**src/rtl/scoreboard_ctrl.sv**
```systemverilog
// Run controller for a free-running scoreboard: clears it, unfreezes it for a
// programmed number of cycles, then captures its counters for the host.
module scoreboard_ctrl #(
  parameter int unsigned WIDTH = 32
) (
  input  logic             clk,
  input  logic             reset_n,
  input  logic             i_start,
  input  logic             i_abort,
  input  logic [WIDTH-1:0] i_length,
  input  logic             i_ack,
  input  logic [WIDTH-1:0] i_sb_event_ctr,
  input  logic [WIDTH-1:0] i_sb_data_ctr,
  output logic             o_sb_clear,
  output logic             o_sb_freeze,
  output logic             o_busy,
  output logic             o_done,
  output logic [WIDTH-1:0] o_res_events,
  output logic [WIDTH-1:0] o_res_data,
  output logic             o_pass,
  output logic             o_aborted
);

  typedef enum logic [2:0] {
    S_IDLE   = 3'd0,
    S_CLEAR  = 3'd1,
    S_RUN    = 3'd2,
    S_SETTLE = 3'd3,
    S_DONE   = 3'd4
  } state_t;

  state_t           state_q;
  state_t           state_d;
  logic [WIDTH-1:0] cnt_q;
  logic [WIDTH-1:0] cnt_d;
  logic             aborted_d;
  logic             pass_d;
  logic [WIDTH-1:0] res_events_d;
  logic [WIDTH-1:0] res_data_d;

  // Next-state and next-value logic; the counter holds the remaining RUN cycles.
  always_comb begin
    state_d      = state_q;
    cnt_d        = cnt_q;
    aborted_d    = o_aborted;
    pass_d       = o_pass;
    res_events_d = o_res_events;
    res_data_d   = o_res_data;

    case (state_q)
      S_IDLE: begin
        if (i_start) begin
          state_d   = S_CLEAR;
          cnt_d     = i_length;
          aborted_d = 1'b0;
        end
      end

      S_CLEAR: begin
        if (i_abort) begin
          state_d   = S_SETTLE;
          cnt_d     = '0;
          aborted_d = 1'b1;
        end else if (cnt_q == '0) begin
          state_d = S_SETTLE;
        end else begin
          state_d = S_RUN;
        end
      end

      // Terminal count is 1, so an all-ones length never wraps.
      S_RUN: begin
        if (i_abort) begin
          state_d   = S_SETTLE;
          cnt_d     = '0;
          aborted_d = 1'b1;
        end else if (cnt_q <= WIDTH'(1)) begin
          state_d = S_SETTLE;
          cnt_d   = '0;
        end else begin
          cnt_d = cnt_q - WIDTH'(1);
        end
      end

      S_SETTLE: begin
        state_d      = S_DONE;
        res_events_d = i_sb_event_ctr;
        res_data_d   = i_sb_data_ctr;
        pass_d       = (i_sb_event_ctr == '0) && !o_aborted;
      end

      S_DONE: begin
        if (i_ack) begin
          state_d = S_IDLE;
        end
      end

      default: begin
        state_d = S_IDLE;
      end
    endcase
  end

  always_ff @(posedge clk or negedge reset_n) begin
    if (!reset_n) begin
      state_q <= S_IDLE;
    end else begin
      state_q <= state_d;
    end
  end

  // Outputs are decoded from the next state so every strobe comes from a flop.
  always_ff @(posedge clk or negedge reset_n) begin
    if (!reset_n) begin
      cnt_q        <= '0;
      o_sb_clear   <= 1'b1;
      o_sb_freeze  <= 1'b1;
      o_busy       <= 1'b0;
      o_done       <= 1'b0;
      o_pass       <= 1'b0;
      o_aborted    <= 1'b0;
      o_res_events <= '0;
      o_res_data   <= '0;
    end else begin
      cnt_q        <= cnt_d;
      o_sb_clear   <= (state_d == S_CLEAR);
      o_sb_freeze  <= (state_d != S_RUN);
      o_busy       <= (state_d == S_CLEAR) || (state_d == S_RUN) || (state_d == S_SETTLE);
      o_done       <= (state_d == S_DONE);
      o_pass       <= pass_d;
      o_aborted    <= aborted_d;
      o_res_events <= res_events_d;
      o_res_data   <= res_data_d;
    end
  end

endmodule

```
**config.mk**
```make
export PLATFORM = sky130hd
export DESIGN_NAME = scoreboard_ctrl
export DESIGN_NICKNAME = d
export VERILOG_FILES = /design/src/rtl/scoreboard_ctrl.sv
export SDC_FILE = /design/constraint.sdc
export NUM_CORES = 1
export LEC_CHECK = 0
export CAP_MARGIN = 25
export CORE_MARGIN = 2
export CORE_UTILIZATION = 24
export CTS_BUF_LIST = sky130_fd_sc_hd__clkbuf_8
export DETAILED_ROUTE_END_ITERATION = 6
export PLACE_DENSITY_LB_ADDON = 0.25
export SETUP_SLACK_MARGIN = 0.02
export SYNTH_ARGS = -nofsm -noshare
export SYNTH_HDL_FRONTEND = slang
export SYNTH_SLANG_ARGS = --single-unit
```
**constraint.sdc**
```tcl
create_clock -name clk -period 4.2 [get_ports clk]
set_clock_uncertainty 0.05 [all_clocks]
set_input_delay 1.26 -clock clk [delete_from_list [all_inputs] [get_ports clk]]
set_output_delay 1.26 -clock clk [all_outputs]
set_load 0.02 [all_outputs]
```
==> results.cfg, run 1 <==
[run_status]
status = finished clean

[route]
routedWlPerCell_um = 17.8
via_per_inst = 4.89
drt_wl_total_mm = 15.8
ant_nets = 0
vias = 4337
dr.first_iter.drc_count = 221
first_pass_iters = 4
drc = 0

[synth]
ys_seq_elements = 105
postSynthCellCount = 449
ys_warn_count = 0
syn-num-nets = 552
synth_edf_count = 0
async_flop_share_pct = 100
synth_seq_area_share_pct = 52.0
syn_area_um2 = 5060
postSynthAreaPerCell_um2 = 11.3
yosysUniqueCellTypes = 62
ys.flop_type = dfrtp_1

[die]
io_pins = 171
core.rowCount = 53
die-width_um = 149
start_util_pct = 24.3
fp.dieArea_um2 = 22200
fp.dieH_um = 149
design.core.area_um2 = 20800

[timing]
fin_crit_sh_pct = 72.5
fmax_ghz = 0.328
setup_viol = 0
hold_viol_final = 0
slew_headroom_pct = 42.9
rsz0062_at_grt = no
totalNegativeSetupSlack_ps = 0
slew_viol_final = 0
tightest_slew_ps = 857
period_minus_slack_ps = 3050

[grt]
antenna_found_initial = 2
globalRouteTotalUtil_pct = 13.9
grt_max_degree = 79
grt-ovfl-total = 0
grt_pass1_wl_mm = 24.3
grt_pass1_vias = 4341

[critical_path]
end_kind = register
cp_max_fo = 20
cp.required_ps = 4430
crit_arrival_ps = 3280
critPathKind = in -> reg
r2r-start = cnt_q[0]$_DFFE_PN0P_
startpoint = i_abort
startpoint_type = input pin

[hold_path]
min_path_type = reg -> reg
hold_start = o_pass$_DFFE_PN0N_

[placement]
portBuffers = 170
placed_cell_area_um2 = 7050
dp_hpwl_mm = 11.3
gp_congestion = 0.832

[finish]
fill_cells = 2083
finalNetCount = 709
fin_area_um2 = 7270
fin_util_pct = 34.9
syn2layout_area_growth_pct = 43.8
drive_gt1_share_pct = 16.9

[clocking]
cts_tree = done
cts_root_buf = clkbuf_8
clock_sinks = 105
path_clk_slew_ps = 110
post_cts_buffers = 0
insertion_delay_ps = 380
hold_buffers = 0
cts_max_path_buffers = 2
cts_resized = 0
h-tree-depth = 3
cts_buffers = 9

[job]
maxCapViolations = 0

[pwr]
p_leak_nw = 2.84
ir_worst_vdd_mv = 0.209
pwr_density_cell_nw_per_um2 = 765
[cell families after synthesis]
family                   count (synthesis)  synth area share [%]
flip-flops                             105                  52.0
AO/OA/AOI/OAI                           85                  12.1
XOR/XNOR                                 4                 0.693
buffers and inverters                   43                  3.51
AND/OR/NAND/NOR                        146                  16.9
multiplexers                            64                  14.3
adder cells (fa/ha/maj)                  2                 0.495
[cell usage after synthesis, types with 2 or more instances]
library cell / count / share of area, %
o41ai_1: 2 / 0.35
nor4_2: 2 / 0.49
buf_1: 6 / 0.45
and3_1: 3 / 0.37
dfrtp_1: 103 / 51
ha_1: 2 / 0.49
nand4_1: 9 / 1.1
o21ai_1: 3 / 0.30
o31ai_1: 2 / 0.30
a22oi_1: 14 / 2.1
nor3b_1: 2 / 0.30
nand3_1: 15 / 1.5
o21bai_1: 2 / 0.30
or2_2: 2 / 0.25
nand2b_1: 2 / 0.25
xnor2_1: 3 / 0.52
or4_4: 3 / 0.67
a21oi_1: 7 / 0.69
mux2_2: 64 / 14
a211o_1: 2 / 0.35
or3_1: 6 / 0.74
nand2_1: 32 / 2.4
o311a_1: 2 / 0.40
a221o_1: 3 / 0.59
buf_2: 4 / 0.40
or4_1: 9 / 1.3
dfstp_2: 2 / 1.0
nor2_1: 10 / 0.74
nor4b_1: 2 / 0.35
o21ai_0: 13 / 1.3
o211ai_1: 5 / 0.74
clkbuf_1: 20 / 1.5
o211a_1: 2 / 0.40
nor4_1: 24 / 3.0
inv_1: 11 / 0.82
o31a_1: 2 / 0.35
nor3_1: 15 / 1.5
and4_1: 2 / 0.35
a32oi_1: 3 / 0.52
o311ai_0: 2 / 0.35
a31oi_1: 11 / 1.4
[layer usage]
layer,track usage [%],vias to the layer above,part of all wire (%)
met5,0,-,0.082
met4,4.05,2,1.3
met3,3.70,14,8.0
met2,22.5,198,46
met1,18.4,2092,45
li1,-,2031,-
[placed cells by master (no fill, tap or decap), drive strengths merged, types with 3 or more instances in the layout]
master	instances
buf	9
nand3	15
inv	15
clkdlybuf4s50	169
a22oi	14
nand4	9
or3	6
nor3	15
nor4	27
a31oi	11
nand2	32
mux2	64
and3	3
a21oi	7
o21ai	16
a221o	3
a32oi	3
or4	12
xnor2	3
dfrtp	103
o211ai	5
nor2	10
clkbuf	9
[registers in the layout, indices dropped and copies added, names as in the netlist]
signal        count
o_aborted         1
cnt_q            32
o_pass            1
o_res_data       32
o_busy            1
state_q           3
o_done            1
o_sb_freeze       1
o_res_events     32
o_sb_clear        1
[path summary, 6_finish.rpt]
kind / to / slack [ps] / cells past startpoint
setup / recovery: cnt_q[18]$_DFFE_PN0P_ / 1150 / 7
hold / removal: o_pass$_DFFE_PN0N_ / 440 / 2
setup reg to reg: cnt_q[20]$_DFFE_PN0P_ / 1440 / 7
hold reg to reg: o_pass$_DFFE_PN0N_ / 440 / 2
max in group asynchronous: o_sb_clear$_DFF_PN1_ / 2570 / 2
min in group asynchronous: o_res_data[29]$_DFFE_PN0N_ / 720 / 1
[metrics by stage]
step	cells	total power, W	hold WS [ps]	worst slack (ps)
final	887	0.00556	437	1150
after global routing	887	0.00597	476	1020
after CTS	886	0.00563	444	1170
after detailed placement	870	0.00492	417	734
after global placement	870	0.00485	418	767
after floorplan	449	0.00365	455	1460
[worst max-delay path, stage by stage]
cell	delay [ps]
clkdlybuf4s50_1	570
nand2b_1	100
a211o_1	610
buf_4	320
nand2_1	70
o21ai_0	70
a211o_1	270
[layout make-up]
type,count,area [µm²],area share (%)
well taps,275,344,4.73
multi-input cells,301,2260,31.1
repair buffers,178,1770,24.4
diodes,1,2.50,0.0344
clock buffers,9,124,1.70
flip-flops and latches,105,2630,36.2
clock inverters,7,95.1,1.31
inverters,11,41.3,0.568
[report_power, final]
group          total [W]  switching (W)  leakage (nW)  internal, W
combinational    0.00295        0.00152          1.46      0.00143
clock           0.000699       0.000404         0.111     0.000295
sequential       0.00192       0.000405          1.26      0.00151
(Power assumes the default switching activity.)
==> inputs of run 2 (changes only) <==
- clock period: 4.2 -> 2.6 ns (I/O delays scaled with it)
==> results.cfg, run 2 (synthesis gave the netlist of run 1 again) <==
[run_status]
status = finished clean

[finish]
final-seq-area_um2 = 2630
largest_registers = cnt_q: 32 flops, o_res_data: 32 flops, o_res_events: 32 flops
drive_gt1_share_pct = 21.2
fill_cells = 2052
syn2layout_area_growth_pct = 49.1
final_common_cell = clkdlybuf4s50_1
multi_input_area_um2 = 2270
final_cell_mix = 169 x clkdlybuf4s50_1, 103 x dfrtp_1, 64 x mux2_2, 38 x buf_4, 32 x nand2_1
antenna_cells = 0
fin_util_pct = 36.2
finalNetCount = 741

[timing]
setup_viol = 0
hold_viol_final = 0
hold_ws_ps = 201
slew_headroom_pct = 67.8
fin_crit_sh_pct = 94.1
slew_viol_final = 0
totalNegativeSetupSlack_ps = 0
rsz0062_at_grt = no
period_minus_slack_ps = 2450
tightest_slew_ps = 483
fmax_ghz = 0.409

[critical_path]
cp_max_fo = 6
startpoint_type = register
cp.required_ps = 2830
end_kind = register
crit_arrival_ps = 2680
critPathKind = reg -> reg

[grt]
grt_pass1_wl_mm = 24.9
grt-ovfl-total = 0
antenna_found_initial = 1
grt_pass1_vias = 4507
grt_max_degree = 69
globalRouteTotalUtil_pct = 14.3

[route]
routedWlPerCell_um = 17.4
drc = 0
dr.first_iter.drc_count = 285
vias = 4490
via_per_inst = 4.89
first_pass_iters = 5
ant_nets = 0
drt_wl_total_mm = 16.0

[placement]
dp_hpwl_mm = 12.2
gp_congestion = 0.832
portBuffers = 170

[die]
die-width_um = 149
fp.dieArea_um2 = 22200
io_pins = 171
design.core.area_um2 = 20800
start_util_pct = 24.3
core.rowCount = 53
fp.dieH_um = 149

[hold_path]
min_path_type = in -> async

[clocking]
cts_tree = done
hold_buffers = 0
insertion_delay_ps = 390
cts_root_buf = clkbuf_8
h-tree-depth = 3
cts_max_path_buffers = 2
clock_sinks = 105
cts_buffers = 9
path_clk_slew_ps = 120

[pwr]
p_leak_nw = 3.00
ir_worst_vdd_mv = 0.407
pwr_density_cell_nw_per_um2 = 1240

[job]
maxCapViolations = 0
run 2: final timing paths:
kind / to / start / cells after the start / slack, ps
worst min-delay path: o_res_data[21]$_DFFE_PN0N_ / reset_n / 1 / 200
min in group clk: o_pass$_DFFE_PN0N_ / o_pass$_DFFE_PN0N_ / 2 / 450
worst max-delay path: cnt_q[20]$_DFFE_PN0P_ / cnt_q[11]$_DFFE_PN0P_ / 6 / 150
worst min register to register: o_pass$_DFFE_PN0N_ / o_pass$_DFFE_PN0N_ / 2 / 450
worst max register to register: cnt_q[20]$_DFFE_PN0P_ / cnt_q[11]$_DFFE_PN0P_ / 6 / 150
max in group asynchronous: o_sb_clear$_DFF_PN1_ / reset_n / 2 / 1580
run 2: area by class of cell:
type,count,share of cell area [%]
repair buffers,210,27.0
multi-input cells,301,30.1
well taps,275,4.56
flip-flops and latches,105,34.9
inverters,11,0.548
clock buffers,9,1.64
clock inverters,7,1.26
run 2: metrics by stage:
stage               area, µm²  cells  total power, W  setup slack (ps)
finish                   7540    918         0.00933               154
global route             7540    918         0.00998              72.9
CTS                      7530    917         0.00942              58.2
detailed placement       7310    901         0.00827              -138
global placement         7310    901         0.00817             -94.3
floorplan                5060    449         0.00589               268
run 2: what timing repair did:
item / in CTS / in global routing
buffers inserted: 0 / 1
setup endpoints to repair: 0 / 5
gates resized for setup: 0 / 1
run 2: metal layers:
| layer | share of wire (%) | GRT usage [%] |
|---|---|---|
| met1 | 43 | 18.9 |
| met2 | 46 | 23.3 |
| met3 | 8.9 | 4.16 |
| met4 | 1.2 | 3.00 |
| met5 | 0.081 | 0 |
run 2: power breakdown:
part           switching, W  internal (W)
logic               0.00260       0.00257
clock network      0.000646      0.000474
registers          0.000592       0.00244
total               0.00384       0.00549
run 2: worst max-delay path: stages (launching register included):
cell,delay [ps]
dfrtp_1,440
or4_1,620
nor4_4,330
and4_1,350
buf_4,200
o21ai_1,90
a221o_1,260
